### src/rtl/uart_pkg.sv
// rtl/uart_pkg.sv - shared UART encodings, tx state enum and timing helpers
package uart_pkg;

   localparam int PAR_NONE = 0;
   localparam int PAR_EVEN = 1;
   localparam int PAR_ODD  = 2;

   typedef enum logic [2:0] {
      ST_IDLE,
      ST_START,
      ST_DATA,
      ST_PARITY,
      ST_STOP
   } tx_state_t;

   function automatic int cycles_per_bit(input int clk_hz, input int baud);
      return clk_hz / baud;
   endfunction

   function automatic int frame_cycles(input int data_bits, input int parity,
                                       input int stop_bits, input int cpb);
      return (1 + data_bits + ((parity != PAR_NONE) ? 1 : 0) + stop_bits) * cpb;
   endfunction

endpackage

### src/rtl/sync_fifo.sv
// rtl/sync_fifo.sv - synchronous FIFO with combinational head read
module sync_fifo #(
   parameter int WIDTH = 8,
   parameter int DEPTH = 16
) (
   input  logic                     clk,
   input  logic                     reset,
   input  logic                     push,
   input  logic                     pop,
   input  logic [WIDTH-1:0]         wdata,
   output logic [WIDTH-1:0]         rdata,
   output logic                     full,
   output logic                     empty,
   output logic [$clog2(DEPTH):0]   count
);

   localparam int AW = $clog2(DEPTH);

   logic [WIDTH-1:0] mem [DEPTH];
   logic [AW:0]      wr_ptr;
   logic [AW:0]      rd_ptr;
   logic             wr_en;
   logic             rd_en;

   assign wr_en = push && !full;
   assign rd_en = pop && !empty;

   // Pointers carry one extra wrap bit so full and empty are distinguishable.
   always_ff @(posedge clk) begin
      if (reset) begin
         wr_ptr <= '0;
         rd_ptr <= '0;
      end else begin
         if (wr_en) wr_ptr <= wr_ptr + 1'b1;
         if (rd_en) rd_ptr <= rd_ptr + 1'b1;
      end
   end

   always_ff @(posedge clk) begin
      if (wr_en) mem[wr_ptr[AW-1:0]] <= wdata;
   end

   assign rdata = mem[rd_ptr[AW-1:0]];
   assign empty = (wr_ptr == rd_ptr);
   assign full  = (wr_ptr[AW] != rd_ptr[AW]) && (wr_ptr[AW-1:0] == rd_ptr[AW-1:0]);
   assign count = wr_ptr - rd_ptr;

endmodule

### src/rtl/uart_tx_fifo.sv
// rtl/uart_tx_fifo.sv - FIFO-buffered UART transmitter with configurable frame
module uart_tx_fifo
   import uart_pkg::*;
#(
   parameter int CLK_HZ     = 100_000_000,
   parameter int BAUD_RT    = 115200,
   parameter int DATA_BITS  = 8,
   parameter int PARITY     = 0,
   parameter int STOP_BITS  = 1,
   parameter int FIFO_DEPTH = 16
) (
   input  logic                          clk,
   input  logic                          reset,
   input  logic                          in_valid,
   output logic                          in_ready,
   input  logic [DATA_BITS-1:0]          in_data,
   output logic                          tx,
   output logic                          busy,
   output logic [$clog2(FIFO_DEPTH):0]   fifo_count
);

   localparam int               CPB       = cycles_per_bit(CLK_HZ, BAUD_RT);
   localparam int               CNT_W     = $clog2(CPB);
   localparam logic [CNT_W-1:0] LAST_CNT  = CNT_W'(CPB - 1);
   localparam logic [3:0]       LAST_BIT  = 4'(DATA_BITS - 1);
   localparam logic             LAST_STOP = 1'(STOP_BITS - 1);
   localparam bit               HAS_PAR   = (PARITY != PAR_NONE);
   localparam bit               ODD_PAR   = (PARITY == PAR_ODD);

   tx_state_t            state;
   tx_state_t            next_state;
   logic [CNT_W-1:0]     cnt;
   logic [3:0]           bit_cnt;
   logic                 stop_cnt;
   logic [DATA_BITS-1:0] shreg;
   logic                 par_bit;
   logic [DATA_BITS-1:0] fifo_rdata;
   logic                 fifo_full;
   logic                 fifo_empty;
   logic                 push;
   logic                 pop;
   logic                 shift;
   logic                 tx_next;
   logic                 bit_end;
   logic                 last_data;
   logic                 last_stop;

   assign in_ready  = !fifo_full;
   assign push      = in_valid && in_ready;
   assign bit_end   = (cnt == LAST_CNT);
   assign last_data = (bit_cnt == LAST_BIT);
   assign last_stop = (stop_cnt == LAST_STOP);
   assign busy      = (state != ST_IDLE) || (fifo_count != '0);

   sync_fifo #(
      .WIDTH (DATA_BITS),
      .DEPTH (FIFO_DEPTH)
   ) u_fifo (
      .clk   (clk),
      .reset (reset),
      .push  (push),
      .pop   (pop),
      .wdata (in_data),
      .rdata (fifo_rdata),
      .full  (fifo_full),
      .empty (fifo_empty),
      .count (fifo_count)
   );

   always_ff @(posedge clk) begin
      if (reset) state <= ST_IDLE;
      else       state <= next_state;
   end

   always_comb begin
      next_state = state;
      case (state)
         ST_IDLE:   if (!fifo_empty) next_state = ST_START;
         ST_START:  if (bit_end) next_state = ST_DATA;
         ST_DATA:   if (bit_end && last_data) next_state = HAS_PAR ? ST_PARITY : ST_STOP;
         ST_PARITY: if (bit_end) next_state = ST_STOP;
         ST_STOP:   if (bit_end && last_stop) next_state = fifo_empty ? ST_IDLE : ST_START;
         default:   next_state = ST_IDLE;
      endcase
   end

   // A new frame may start straight out of the last stop bit, giving no idle gap.
   always_comb begin
      pop     = 1'b0;
      shift   = 1'b0;
      tx_next = tx;
      case (state)
         ST_IDLE: begin
            if (!fifo_empty) begin
               pop     = 1'b1;
               tx_next = 1'b0;
            end
         end
         ST_START: begin
            if (bit_end) begin
               shift   = 1'b1;
               tx_next = shreg[0];
            end
         end
         ST_DATA: begin
            if (bit_end) begin
               shift   = !last_data;
               tx_next = last_data ? (HAS_PAR ? par_bit : 1'b1) : shreg[0];
            end
         end
         ST_PARITY: begin
            if (bit_end) tx_next = 1'b1;
         end
         ST_STOP: begin
            if (bit_end && last_stop) begin
               pop     = !fifo_empty;
               tx_next = fifo_empty;
            end
         end
         default: tx_next = 1'b1;
      endcase
   end

   // Baud counter is held at zero while idle so every start bit is full length.
   always_ff @(posedge clk) begin
      if (reset) begin
         tx       <= 1'b1;
         cnt      <= '0;
         bit_cnt  <= '0;
         stop_cnt <= 1'b0;
         shreg    <= '0;
         par_bit  <= 1'b0;
      end else begin
         tx  <= tx_next;
         cnt <= (state == ST_IDLE || bit_end) ? '0 : cnt + 1'b1;
         if (pop) begin
            shreg   <= fifo_rdata;
            par_bit <= (^fifo_rdata) ^ ODD_PAR;
         end else if (shift) begin
            shreg <= shreg >> 1;
         end
         if (state == ST_START)              bit_cnt <= '0;
         else if (state == ST_DATA && bit_end) bit_cnt <= bit_cnt + 1'b1;
         if (state != ST_STOP)  stop_cnt <= 1'b0;
         else if (bit_end)      stop_cnt <= ~stop_cnt;
      end
   end

endmodule
### config.mk
export PLATFORM = sky130hd
export DESIGN_NAME = uart_tx_fifo
export DESIGN_NICKNAME = d
export VERILOG_FILES = /design/src/rtl/uart_pkg.sv /design/src/rtl/sync_fifo.sv /design/src/rtl/uart_tx_fifo.sv
export SDC_FILE = /design/constraint.sdc
export NUM_CORES = 1
export LEC_CHECK = 0
export CELL_PAD_IN_SITES_DETAIL_PLACEMENT = 0
export CELL_PAD_IN_SITES_GLOBAL_PLACEMENT = 1
export CORE_ASPECT_RATIO = 1.25
export CORE_MARGIN = 8
export CORE_UTILIZATION = 54
export DETAILED_ROUTE_END_ITERATION = 7
export GPL_ROUTABILITY_DRIVEN = 0
export HOLD_SLACK_MARGIN = 0.15
export PLACE_DENSITY_LB_ADDON = 0.1
export SYNTH_ARGS = -nofsm -noshare
export SYNTH_HDL_FRONTEND = slang
export SYNTH_HIERARCHICAL = 1
export SYNTH_SLANG_ARGS = --single-unit
### constraint.sdc
create_clock -name clk -period 8.2 [get_ports clk]
set_input_delay 0.82 -clock clk [delete_from_list [all_inputs] [get_ports clk]]
set_output_delay 0.82 -clock clk [all_outputs]
set_load 0.02 [all_outputs]
Word level (Yosys, flattened, before mapping)
Memory sizes are Yosys's and may differ from the RTL's. A register that Yosys moved wholly into a read port is not among the register bits.
Cells that the tools add are included.
{ "totals": {"register_bits": 37, "latchBits": 0, "ramBits": 128, "romBits": 0, "in_bits": 11, "output_inout_bits": 8, "wordCells": 78, "n_memories": 1} }
{ "op_classes": {"n_addsub": 5, "n_mul": 0, "div": 0, "magnitude_cmp": 0, "n_eq_ne": 16, "n_shift": 0, "muxes": 26, "n_bitwise": 1, "n_reduce_logical": 21} }
{ "mem_list": {"columns": ["name", "words", "width", "rd", "rd_ports_with_merged_regs", "write_ports", "line", "rtl"], "rows": [
  ["u_fifo.mem", 16, 8, 1, 1, 1, "sync_fifo.sv:19", "logic [WIDTH-1:0] mem [DEPTH];"]
]} }
{ "op_table": {"columns": ["op", "count"], "rows": [
  ["$mux W8", 2],
  ["$mux W3", 5],
  ["$pmux W3 S5", 1],
  ["$mux W1", 13],
  ["$ne A2 B2 Y1 const B", 6],
  ["$add A10 B1 Y10 const B", 1],
  ["$add A5 B1 Y5 const B", 2],
  ["$eq A10 B10 Y1 const B", 1],
  ["$reduce_and A5 Y1", 2],
  ["$mux W4", 2],
  ["$logic_and A1 B1 Y1", 7],
  ["$eq A3 B2 Y1 const B", 2],
  ["$reduce_or A2 Y1", 3],
  ["$eq A5 B5 Y1", 1],
  ["$pmux W1 S5", 1],
  ["$reduce_bool A5 Y1", 1],
  ["$sub A5 B5 Y5", 1],
  ["$add A4 B1 Y4 const B", 1],
  ["$eq A4 B3 Y1 const B", 1],
  ["$eq A4 B4 Y1", 1],
  ["$pmux W1 S2", 2],
  ["$eq A3 B1 Y1 const B", 1],
  ["$eq A3 B3 Y1 const B", 1],
  ["$logic_not A1 Y1", 3],
  ["other kinds (7)", 8]
]} }

Logic depth before layout (Yosys ltp)
Gate-level depths: netlist of run 1.
{ "logic_depth": {"depth_word": 7, "ltp_mapped": 13, "ltp_nobuf": 11} }

Cells and area by module
Netlist of run 1, hierarchy kept.
{ "modules_own_cells": {"columns": ["mod", "n_inst", "cells_per_inst", "area_per_inst_um2", "seq_area_each_um2"], "rows": [
  ["sync_fifo", 1, 304, 5659.2, 4124.0],
  ["uart_tx_fifo", 1, 170, 1412.6, 540.5]
]} }

Least setup slack after synthesis of run 1
No wires, ideal clock.
{ "synth_path": {"kind": "reg-to-reg", "startpoint": "register u_fifo.rd_ptr[2]", "endpoint": "memory u_fifo.mem[3][0], enable pin", "setup_time_ns": 0.383, "arrival_ns": 2.376, "t_required_ns": 7.817, "setup_slack_ns": 5.441, "path_stages_with_launch": 10, "n_path_buf": 0, "period_less_slack_ns": 2.759, "cell_sequence": "dfxtp_1 > inv_1 > ha_1 > and4_1 > nand2_1 > inv_1 > nor2b_1 > nand2_1 > a21o_2 > nor3_1"} }
{ "synth_between": {"elab_chain_cells": 7} }
{ "synth_lines": {"columns": ["item", "line", "rtl"], "rows": [
  ["start, declared", "sync_fifo.sv:21", "logic [AW:0] rd_ptr;"],
  ["start signal, assigned", "sync_fifo.sv:35", "if (rd_en) rd_ptr <= rd_ptr + 1'b1;"],
  ["$eq A4 B4 Y1", "sync_fifo.sv:45", "assign full = (wr_ptr[AW] != rd_ptr[AW]) && (wr_ptr[AW-1:0] == rd_ptr[AW-1:0]);"],
  ["$logic_and A1 B1 Y1", "sync_fifo.sv:45", null],
  ["named net fifo_full", "uart_tx_fifo.sv:38", "logic fifo_full;"],
  ["$logic_not A1 Y1", "uart_tx_fifo.sv:48", "assign in_ready = !fifo_full;"],
  ["$logic_and A1 B1 Y1", "uart_tx_fifo.sv:49", "assign push = in_valid && in_ready;"],
  ["named net push", "uart_tx_fifo.sv:40", "logic push;"],
  ["$logic_and A1 B1 Y1", "sync_fifo.sv:25", "assign wr_en = push && !full;"],
  ["$mux W1", "sync_fifo.sv:40", "if (wr_en) mem[wr_ptr[AW-1:0]] <= wdata;"],
  ["$mux W1 (implied by the code)", "sync_fifo.sv:40", null],
  ["end, declared", "sync_fifo.sv:19", null]
]} }
The timed path passes the listed nets, and every way through them passes these cells.

Worst setup path in the final report of run 1
{ "layout_path": {"startpoint": "register u_fifo.wr_ptr[0]", "endpoint": "output port busy"} }
{ "layout_between": {"elab_chain_cells": 3} }
{ "layout_lines": {"columns": ["item", "line", "rtl"], "rows": [
  ["start, declared", "sync_fifo.sv:20", "logic [AW:0] wr_ptr;"],
  ["start signal, assigned", "sync_fifo.sv:34", "if (wr_en) wr_ptr <= wr_ptr + 1'b1;"],
  ["$sub A5 B5 Y5", "sync_fifo.sv:46", "assign count = wr_ptr - rd_ptr;"],
  ["$reduce_bool A5 Y1", "uart_tx_fifo.sv:53", "assign busy = (state != ST_IDLE) || (fifo_count != '0);"],
  ["$logic_or A1 B1 Y1", "uart_tx_fifo.sv:53", null],
  ["end, declared", "uart_tx_fifo.sv:18", "output logic busy,"]
]} }
Every way passes these cells.

==> impl_summary.txt, run 1 <==
----------------------------------------------------
[STA]
  Final-report hold violation count ... 0
  Worst setup slack after layout ... 4.56 ns
  Setup TNS Final ... 0 ns
  Slew @ Worst Pin ... 1.19 ns
  Setup skew after layout ... 0.00808 ns
  Relative slew margins ... 0.199
  Upper clock frequency limit ... 0.275 GHz
  Final count of pins violating max slew ... 0
  Final worst-path cycle share ... 0.444
  Unrepaired setup endpoints after global routing ... false
  Fin crit period ... 3.64 ns
  Final number of setup-violating endpoints ... 0

[Die]
  Width of the chip ... 118 µm
  Initial core utilization ... 0.556
  Placeable core region ... 0.0127 mm²
  Number of core rows ... 46
  Floorplan die height ... 144 µm
  Count of pins on the block boundary ... 19
  Die ar. ... 0.0170 mm²

[Clock tree]
  CTS tree ... built
  Skew-Pair Late Insertion Delay ... 0.42 ns
  Clock transition at the register clock pins on the worst setup and hold paths after CTS ... 0.07 ns
  Clock root buffer ... sky130_fd_sc_hd__clkbuf_16
  Post-cts sizing count ... 0
  Hold bufs inserted after CTS ... 0
  Clock tree sinks ... 169
  Number of buffers added by the clock tree synthesis step ... 17
  Post-CTS Setup Bufs ... 0
  Max Root-Sink Buffers ... 2
  Maximum level of the CTS H-tree ... 4

[Final layout]
  Final standard cell utilization of the core ... 0.627
  Post-route standard cell area excluding fillers ... 0.00798 mm²
  Fraction of layout cells with a size suffix above 1 ... 0.153
  Final Net Count ... 519
  Leading cell type in the layout, fill and taps excluded ... sky130_fd_sc_hd__edfxtp_1
  Final antenna diode count ... 0
  Commonest cells after routing, fill and taps aside ... sky130_fd_sc_hd__edfxtp_1, sky130_fd_sc_hd__nor2_1, sky130_fd_sc_hd__dfxtp_1
  Growth of design area from synthesis to finish ... 12.9%

[Placement]
  HPWL Detailed ... 9.40 mm
  Post-Place Setup Slack ... 4.86 ns
  PortBufs ... 18
  Cell area after placement ... 0.00740 mm²

[Setup path]
  Top cell by count, worst path ... sky130_fd_sc_hd__inv_1
  Instance count on the critical path ... 10
  Critical path data arrival time ... 2.82 ns
  Critical path endpoint category ... output pin
  Reg-to-reg critical path startpoint ... u_fifo/wr_ptr[2]
  Capturing point of the worst reg2reg path ... u_fifo/mem[3][1]
  Worst setup path class ... register to output pin
  Depth of the most critical reg-to-reg path ... 8
  Critical path buffer and inverter count ... 3
  Critical path's top delay family ... buffers and inverters
  Kind of start point of the critical path ... register
  Data required time of the critical path ... 7.38 ns
  Peak per-stage delay on the critical path ... 0.60 ns
  Standard cell with the maximum stage delay on the critical path ... sky130_fd_sc_hd__clkdlybuf4s50_1
  Largest driver fanout on the critical path ... 4
  Last element of the critical path ... busy
  Ordered list of cells on the worst path ... inv_1 > ha_1 > inv_1 > fa_1 > a21o_1 > a21oi_1 > xnor2_1 > nor2_1 > nand3_1 > clkdlybuf4s50_1
  Register-to-register path setup slack ... 4.93 ns
  Crit path launch ... u_fifo/wr_ptr[0]

[Synthesis]
  Number of instances in the synthesized netlist ... 474
  Average cell area after synthesis ... 14.9 µm²
  Mapped Nets ... 497
  Proportion of synthesized chip area in sequential cells ... 0.660
  Yosys warnings ... 6
  Number of synthesized register bits ... 169
  Distinct cell type count after synthesis ... 54
  Fraction of registers with async set or reset after synthesis ... 0
  Post-synth design cell area ... 0.00707 mm²
  Most used flip-flop cell after synthesis ... sky130_fd_sc_hd__edfxtp_1
  Number of synthesized flops with an enable pin ... 128

[Global route]
  Vias in the first global route ... 4104
  Antenna violations before repair ... 0
  First-pass GRT wire length ... 22.4 mm
  Tot GR Track Use ... 0.176
  Residual overflow from global routing ... 0
  Maximum number of pins on one net before global-route repair ... 33

[Routing]
  Routed metal-1 wire length ... 5.89 mm
  Number of design-rule violations left by the first detailed-router iteration ... 295
  Routed length on met2 ... 7.46 mm
  Remaining antenna violation count ... 0
  Routed WL per cell ... 21.1 µm
  Detailed-route wire length ... 14.3 mm
  1st-pass router iterations ... 5
  Vias per inst ... 5.90
  Top layer in use ... met4
  Number of remaining DRC errors ... 0
  Routed vias ... 3991
  Met3 routed WL ... 500 µm

[Min path]
  Worst min path class ... register to register

[Pwr]
  Power per unit of standard cell area ... 279 mW/mm²
  Reg power frac ... 0.443
  Share of total power consumed by net switching ... 0.281
  Peak VDD IR ... 149 µV
  Clk pwr share ... 0.351
  Logic gate share of total power ... 0.207
  Total internal power ... 1.60 mW
  Total design power ... 2.23 mW
  Leakage ... 2.57 nW
  Net Sw Power ... 0.628 mW

[Job]
  Max-cap violations ... 0

[Outcome]
  Result of the run ... completed

----------------------------------------------------
routing by layer:
| metal | up-vias | GRT usage |
|---|---|---|
| met5 | - | 0 |
| met4 | 0 | 0.0973 |
| met1 | 1989 | 0.203 |
| met2 | 106 | 0.309 |
| met3 | 29 | 0.0314 |
| li1 | 1867 | - |
cells in the mapped netlist, drive strengths merged, types with 7 or more instances:
cell type	instances	area (µm²)
nor2	46	173
edfxtp	128	3840
xnor2	15	131
a21oi	9	45.0
nor3	16	80.1
ha	11	138
inv	15	56.3
o21ai	12	63.8
a22oi	16	120
mux4	32	721
xor2	8	77.6
nand3	21	105
dfxtp	41	821
clkbuf	8	30.0
nand2	22	90.1
a311oi	7	61.3
buf	13	80.1
power groups by stage:
stage	Sequential, mW	Combinational (mW)	Clock [mW]
4_1_cts	0.987	0.468	0.795
2_1_floorplan	0.997	0.349	0
6_report	0.987	0.461	0.782
3_3_place_gp	1.00	0.460	0
3_5_place_dp	1.01	0.464	0
5_1_grt	0.992	0.506	0.829
worst reg2reg max path: cells and delay by family (launching register included):
family | cells | cell delay [ns]
AND/OR/NAND/NOR | 5 | 1.70
flip-flops | 1 | 0.53
adder cells (fa/ha/maj) | 1 | 0.35
AO/OA/AOI/OAI | 1 | 0.24
buffers and inverters | 1 | 0.07
stage by stage:
stage	instances	hold WS (ns)
finish	677	0.460
CTS	677	0.468
detailed placement	645	0.453
floorplan	474	0.430
global route	677	0.484
global placement	645	0.446
worst min path at each step:
stage                     startpoint  endpoint  slack [ns]  depth (start not counted)
final                         cnt[0]    cnt[0]        0.46                          1
after global placement        cnt[0]    cnt[0]        0.45                          1
after CTS                     cnt[0]    cnt[0]        0.47                          1
after global routing          cnt[0]    cnt[0]        0.48                          1
after floorplan               cnt[0]    cnt[0]        0.43                          1
after detailed placement      cnt[0]    cnt[0]        0.45                          1
cell type report:
type / instances / area [µm²]
Clock inverter: 15 / 158
Clock buffer: 17 / 425
Timing Repair Buffer: 24 / 225
Sequential cell: 169 / 4670
Multi-Input combinational cell: 269 / 2240
Tap cell: 168 / 210
Fill cell: 973 / 4740
Inverter: 15 / 56.3
sequential cells by signal, summed over array words and instances, names as in the netlist, named ones only:
register,count
state,3
u_fifo/rd_ptr,5
u_fifo/wr_ptr,5
stop_cnt,1
shreg,8
bit_cnt,4
cnt,10
tx,1
u_fifo/mem,128
cell families after synthesis:
kind of cell | count (synthesis) | synth area share
adder cells (fa/ha/maj) | 12 | 0.0223
buffers and inverters | 36 | 0.0235
flip-flops | 169 | 0.660
multiplexers | 35 | 0.106
XOR/XNOR | 23 | 0.0295
AO/OA/AOI/OAI | 62 | 0.0626
AND/OR/NAND/NOR | 137 | 0.0963
(Power assumes the default switching activity.)
==> run 2: changes to the inputs <==
--- a/config.mk
+++ b/config.mk
@@ -9,7 +9,7 @@
 export CELL_PAD_IN_SITES_GLOBAL_PLACEMENT = 1
 export CORE_ASPECT_RATIO = 1.25
 export CORE_MARGIN = 8
-export CORE_UTILIZATION = 54
+export CORE_UTILIZATION = 52
 export DETAILED_ROUTE_END_ITERATION = 7
 export GPL_ROUTABILITY_DRIVEN = 0
 export HOLD_SLACK_MARGIN = 0.15
==> constraint.sdc (replaced) <==
create_clock -name clk -period 3.48 [get_ports clk]
set_input_delay 0.348 -clock clk [delete_from_list [all_inputs] [get_ports clk]]
set_output_delay 0.348 -clock clk [all_outputs]
set_load 0.02 [all_outputs]
==> run 2 against run 1 <==
Compared with the run above: first-iteration DRC count down 22%; worst hold slack better by 0.0065 ns; critical endpoint unchanged; final cell count up 2.7%; highest routed layer unchanged; design area up 1.4%; largest cell class unchanged; clock skew up 0.00081 ns; sequential power up 140%; core utilization down 1.8 points; global-route usage down 0.52 points; count of clock-buffer cells in the layout unchanged; largest power group unchanged; combinational power up 140%.
==> impl_summary.txt, run 2 (synthesis gave the netlist of run 1 again) <==
----------------------------------------------------
[Placement]
  Cell area after placement ... 0.00753 mm²
  HPWL Detailed ... 9.77 mm
  PortBufs ... 18
  Placed insts ... 663

[Clock tree]
  Post-CTS Setup Bufs ... 0
  Skew-Pair Late Insertion Delay ... 0.42 ns
  Max Root-Sink Buffers ... 2
  Hold bufs inserted after CTS ... 0
  Clock transition at the register clock pins on the worst setup and hold paths after CTS ... 0.06 ns
  Clock tree sinks ... 169
  CTS tree ... built
  Post-cts sizing count ... 0
  Maximum level of the CTS H-tree ... 4
  Number of buffers added by the clock tree synthesis step ... 17
  Clock root buffer ... sky130_fd_sc_hd__clkbuf_16

[Final layout]
  Final Net Count ... 534
  Multi-input logic area ... 0.00224 mm²
  Number of flip-flops under the largest register name ... 128
  Final antenna diode count ... 0
  Storage cell area ... 0.00467 mm²
  Growth of design area from synthesis to finish ... 14.5%
  Commonest cells after routing, fill and taps aside ... sky130_fd_sc_hd__edfxtp_1, sky130_fd_sc_hd__nor2_1, sky130_fd_sc_hd__dfxtp_1
  Leading cell type in the layout, fill and taps excluded ... sky130_fd_sc_hd__edfxtp_1
  Number of non-filler instances in the completed layout ... 695
  Fraction of layout cells with a size suffix above 1 ... 0.176
  Post-route standard cell area excluding fillers ... 0.00810 mm²
  Number of fill cells in the layout ... 1051

[Die]
  Floorplan die height ... 146 µm
  Die ar. ... 0.0176 mm²
  Number of core rows ... 47
  Initial core utilization ... 0.532
  Count of pins on the block boundary ... 19
  Placeable core region ... 0.0133 mm²
  Width of the chip ... 120 µm

[Pwr]
  Net Sw Power ... 1.46 mW
  Leakage ... 2.64 nW
  Power per unit of standard cell area ... 648 mW/mm²
  Reg power frac ... 0.452
  Share of total power consumed by net switching ... 0.278
  Clk pwr share ... 0.339
  Total internal power ... 3.79 mW
  Peak VDD IR ... 361 µV
  Logic gate share of total power ... 0.208

[STA]
  Setup skew after layout ... 0.00890 ns
  Final count of pins violating max slew ... 0
  Slew @ Worst Pin ... 0.755 ns
  Setup TNS Final ... 0 ns
  Relative slew margins ... 0.495
  Fin crit period ... 3.17 ns
  Unrepaired setup endpoints after global routing ... false
  Final number of setup-violating endpoints ... 0
  Final worst-path cycle share ... 0.910
  Upper clock frequency limit ... 0.316 GHz
  Final-report hold violation count ... 0

[Routing]
  Detailed-route wire length ... 14.4 mm
  Routed vias ... 4032
  Number of remaining DRC errors ... 0
  Number of design-rule violations left by the first detailed-router iteration ... 231
  1st-pass router iterations ... 5
  Remaining antenna violation count ... 0
  Vias per inst ... 5.80
  Routed WL per cell ... 20.7 µm

[Global route]
  First-pass GRT wire length ... 22.5 mm
  Vias in the first global route ... 4105
  Antenna violations before repair ... 0
  Maximum number of pins on one net before global-route repair ... 33
  Residual overflow from global routing ... 0
  Tot GR Track Use ... 0.171

[Setup path]
  Critical path buffer and inverter count ... 3
  Top cell by count, worst path ... sky130_fd_sc_hd__inv_1
  Data required time of the critical path ... 3.13 ns
  Standard cell with the maximum stage delay on the critical path ... sky130_fd_sc_hd__clkdlybuf4s50_1
  Instance count on the critical path ... 10
  Kind of start point of the critical path ... register
  Ordered list of cells on the worst path ... inv_1 > ha_1 > inv_1 > fa_1 > a21o_1 > a21oi_1 > xnor2_1 > nor2_1 > nand3_1 > clkdlybuf4s50_1
  Peak per-stage delay on the critical path ... 0.61 ns
  Critical path endpoint category ... output pin
  Register-to-register path setup slack ... 0.64 ns
  Critical path's top delay family ... buffers and inverters
  Largest driver fanout on the critical path ... 4
  Worst setup path class ... register to output pin
  Critical path data arrival time ... 2.82 ns
  Depth of the most critical reg-to-reg path ... 7

[Job]
  Max-cap violations ... 0

[Outcome]
  Result of the run ... completed

[Min path]
  Worst min path class ... register to register
  Hold path depth ... 1

----------------------------------------------------
-- run 2: cell count changes in the layout (fill, tap and decap cells not counted) --
cell / before / now
sky130_fd_sc_hd__buf_12: 0 / 1
sky130_fd_sc_hd__buf_4: 6 / 20
sky130_fd_sc_hd__clkinv_1: 1 / 2
sky130_fd_sc_hd__clkinvlp_4: 2 / 3
sky130_fd_sc_hd__inv_8: 5 / 3
sky130_fd_sc_hd__clkinv_4: 2 / 3
sky130_fd_sc_hd__inv_6: 4 / 2
sky130_fd_sc_hd__clkinv_2: 0 / 1
-- run 2: worst paths after layout --
path,startpoint,to
setup reg to reg,u_fifo/wr_ptr[2],u_fifo/mem[12][3]
hold reg to reg,cnt[0],cnt[0]
hold / removal,cnt[0],cnt[0]
setup / recovery,u_fifo/wr_ptr[0],busy
-- run 2: final cells by class --
class / instances / area share
sequential: 169 / 0.576
multi-input combinational: 269 / 0.277
clock buffer: 17 / 0.0526
timing repair buffer: 39 / 0.0433
tap: 171 / 0.0264
clock inverter: 15 / 0.0176
inverter: 15 / 0.00696
-- run 2: stage by stage --
step / utilization / power, mW / setup WS (ns) / hold WS (ns)
3_5_place_dp: 0.566 / 3.52 / 0.648 / 0.455
5_1_grt: 0.609 / 5.46 / 0.176 / 0.485
4_1_cts: 0.609 / 5.30 / 0.301 / 0.470
6_report: 0.609 / 5.25 / 0.314 / 0.467
2_1_floorplan: - / 3.17 / 0.721 / 0.417
3_3_place_gp: 0.566 / 3.51 / 0.728 / 0.443
-- run 2: power by group through the flow --
stage | clock [mW] | sequential (mW) | combinational (mW)
after global routing | 1.89 | 2.39 | 1.19
after global placement | 0 | 2.41 | 1.09
after CTS | 1.82 | 2.38 | 1.11
after floorplan | 0 | 2.35 | 0.823
after detailed placement | 0 | 2.42 | 1.10
final | 1.78 | 2.37 | 1.09
-- run 2: layer usage --
layer,up-vias,part of all wire,wire (µm),GRT usage
li1,1908,-,-,-
met2,83,0.54,7810,0.308
met3,12,0.034,495,0.0336
met1,2029,0.41,5910,0.199
met4,0,0.013,192,0.0570
met5,-,0,0,0
==> run 3: changes to the inputs <==
--- a/config.mk
+++ b/config.mk
@@ -7,7 +7,6 @@
 export LEC_CHECK = 0
 export CELL_PAD_IN_SITES_DETAIL_PLACEMENT = 0
 export CELL_PAD_IN_SITES_GLOBAL_PLACEMENT = 1
-export CORE_ASPECT_RATIO = 1.25
 export CORE_MARGIN = 8
 export CORE_UTILIZATION = 52
 export DETAILED_ROUTE_END_ITERATION = 7
==> run 3 against run 2 <==
Compared with the run above: clock power increased by 3%; sequential power about the same; highest routed layer unchanged; register-to-register slack got worse by 0.19 ns; largest power group unchanged; clock skew increased by 0.0020 ns; largest cell class unchanged; final cell count increased by 0.58%; setup slack got worse by 0.037 ns; die area decreased by 0.13%.
==> impl_summary.txt, run 3 (synthesis gave the netlist of run 1 again) <==
----------------------------------------------------
[Clock tree]
  Skew-Pair Late Insertion Delay ... 0.43 ns
  Maximum level of the CTS H-tree ... 4
  Post-cts sizing count ... 0
  Clock root buffer ... sky130_fd_sc_hd__clkbuf_16
  Post-CTS Setup Bufs ... 0
  Max Root-Sink Buffers ... 2
  Clock tree sinks ... 169
  Number of buffers added by the clock tree synthesis step ... 17
  Hold bufs inserted after CTS ... 0
  CTS tree ... built
  Clock transition at the register clock pins on the worst setup and hold paths after CTS ... 0.06 ns

[Final layout]
  Leading cell type in the layout, fill and taps excluded ... sky130_fd_sc_hd__edfxtp_1
  Commonest cells after routing, fill and taps aside ... sky130_fd_sc_hd__edfxtp_1, sky130_fd_sc_hd__nor2_1, sky130_fd_sc_hd__dfxtp_1
  Final Net Count ... 533
  Growth of design area from synthesis to finish ... 14.6%
  Final antenna diode count ... 0
  Number of flip-flops under the largest register name ... 128
  Final standard cell utilization of the core ... 0.612
  Fraction of layout cells with a size suffix above 1 ... 0.174

[STA]
  Slew @ Worst Pin ... 0.781 ns
  Final worst hold slack ... 0.473 ns
  Final-report hold violation count ... 0
  Setup skew after layout ... 0.0109 ns
  Final worst-path cycle share ... 0.920
  Upper clock frequency limit ... 0.312 GHz
  Final number of setup-violating endpoints ... 0
  Unrepaired setup endpoints after global routing ... false
  Fin crit period ... 3.20 ns
  Worst setup slack after layout ... 0.277 ns
  Relative slew margins ... 0.478
  Setup TNS Final ... 0 ns
  Final count of pins violating max slew ... 0

[Setup path]
  Largest driver fanout on the critical path ... 4
  Worst setup path class ... register to output pin
  Critical path data arrival time ... 2.86 ns
  Top cell by count, worst path ... sky130_fd_sc_hd__inv_1
  Register-to-register path setup slack ... 0.45 ns
  Critical path endpoint category ... output pin
  Data required time of the critical path ... 3.13 ns
  Ordered list of cells on the worst path ... inv_1 > ha_1 > inv_1 > fa_1 > a21o_1 > a21oi_1 > xnor2_1 > nor2_1 > nand3_1 > clkdlybuf4s50_1
  Peak per-stage delay on the critical path ... 0.60 ns
  Standard cell with the maximum stage delay on the critical path ... sky130_fd_sc_hd__clkdlybuf4s50_1
  Kind of start point of the critical path ... register

[Placement]
  Post-Place Setup Slack ... 0.490 ns
  PortBufs ... 18
  HPWL Detailed ... 9.50 mm

[Pwr]
  Total design power ... 5.27 mW
  Peak VDD IR ... 388 µV
  Power per unit of standard cell area ... 651 mW/mm²
  Leakage ... 2.65 nW

[Die]
  Number of core rows ... 42
  Count of pins on the block boundary ... 19
  Initial core utilization ... 0.534
  Die ar. ... 0.0176 mm²
  Width of the chip ... 133 µm
  Floorplan die height ... 133 µm
  Placeable core region ... 0.0132 mm²

[Routing]
  Remaining antenna violation count ... 0
  Number of remaining DRC errors ... 0
  Number of design-rule violations left by the first detailed-router iteration ... 377
  Routed WL per cell ... 20.7 µm
  1st-pass router iterations ... 5
  Routed vias ... 4057
  Vias per inst ... 5.80
  Detailed-route wire length ... 14.5 mm

[Global route]
  Global routing usage on met2 ... 0.265
  Global routing usage on met3 ... 0.0469
  Grt met1 use ... 0.226
  Vias in the first global route ... 4115
  First-pass GRT wire length ... 22.8 mm
  Global-route layer with the greatest usage ... met2
  Antenna violations before repair ... 0
  Residual overflow from global routing ... 0
  Tot GR Track Use ... 0.173
  Maximum number of pins on one net before global-route repair ... 33

[Outcome]
  Result of the run ... completed

[Min path]
  Worst min path class ... register to register

[Job]
  Max-cap violations ... 0

----------------------------------------------------
[run 3: changes by cell type in the layout (fill, tap and decap cells not counted), sizes merged]
| cell | before | now |
|---|---|---|
| buf | 21 | 20 |
| clkbuf | 17 | 18 |
| clkinv | 6 | 1 |
| clkinvlp | 3 | 1 |
| inv | 20 | 26 |
[run 3: worst paths after layout]
path,start,to,cells past startpoint
setup / recovery,u_fifo/wr_ptr[0],busy,10
hold / removal,cnt[0],cnt[0],1
setup reg to reg,u_fifo/wr_ptr[2],u_fifo/rd_ptr[4],10
hold reg to reg,cnt[0],cnt[0],1
[run 3: area by class of cell]
| cell class | count | area, µm² |
|---|---|---|
| repair buffers | 38 | 343 |
| well taps | 176 | 220 |
| inverters | 15 | 56.3 |
| multi-input cells | 269 | 2240 |
| clock buffers | 18 | 429 |
| fillers | 1030 | 5140 |
| flip-flops and latches | 169 | 4670 |
| clock inverters | 14 | 148 |
[run 3: stage by stage]
step / std cells / cell area (µm²)
after floorplan: 474 / 7070
after global placement: 667 / 7530
after detailed placement: 667 / 7530
after CTS: 699 / 8100
after global routing: 699 / 8100
final: 699 / 8100
[run 3: per-layer routing]
layer | vias up | wire, µm
met5 | - | 0
met4 | 0 | 285
met3 | 19 | 733
met2 | 96 | 7000
met1 | 2033 | 6470
li1 | 1909 | -
[run 3: worst max-delay path, delay by kind of cell (launching register included)]
kind,cells,cell delay [ns]
buffers and inverters,3,0.81
adders and majority gates,2,0.58
AOI/OAI and AO/OA,2,0.40
DFF,1,0.33
xor gates and xnor gates,1,0.16
and+or+nand+nor,2,0.14
[run 3: power by group]
group | internal [mW] | leakage (nW) | switching, mW
registers | 2.26 | 1.49 | 0.101
logic | 0.512 | 0.875 | 0.559
clock network | 1.02 | 0.282 | 0.821
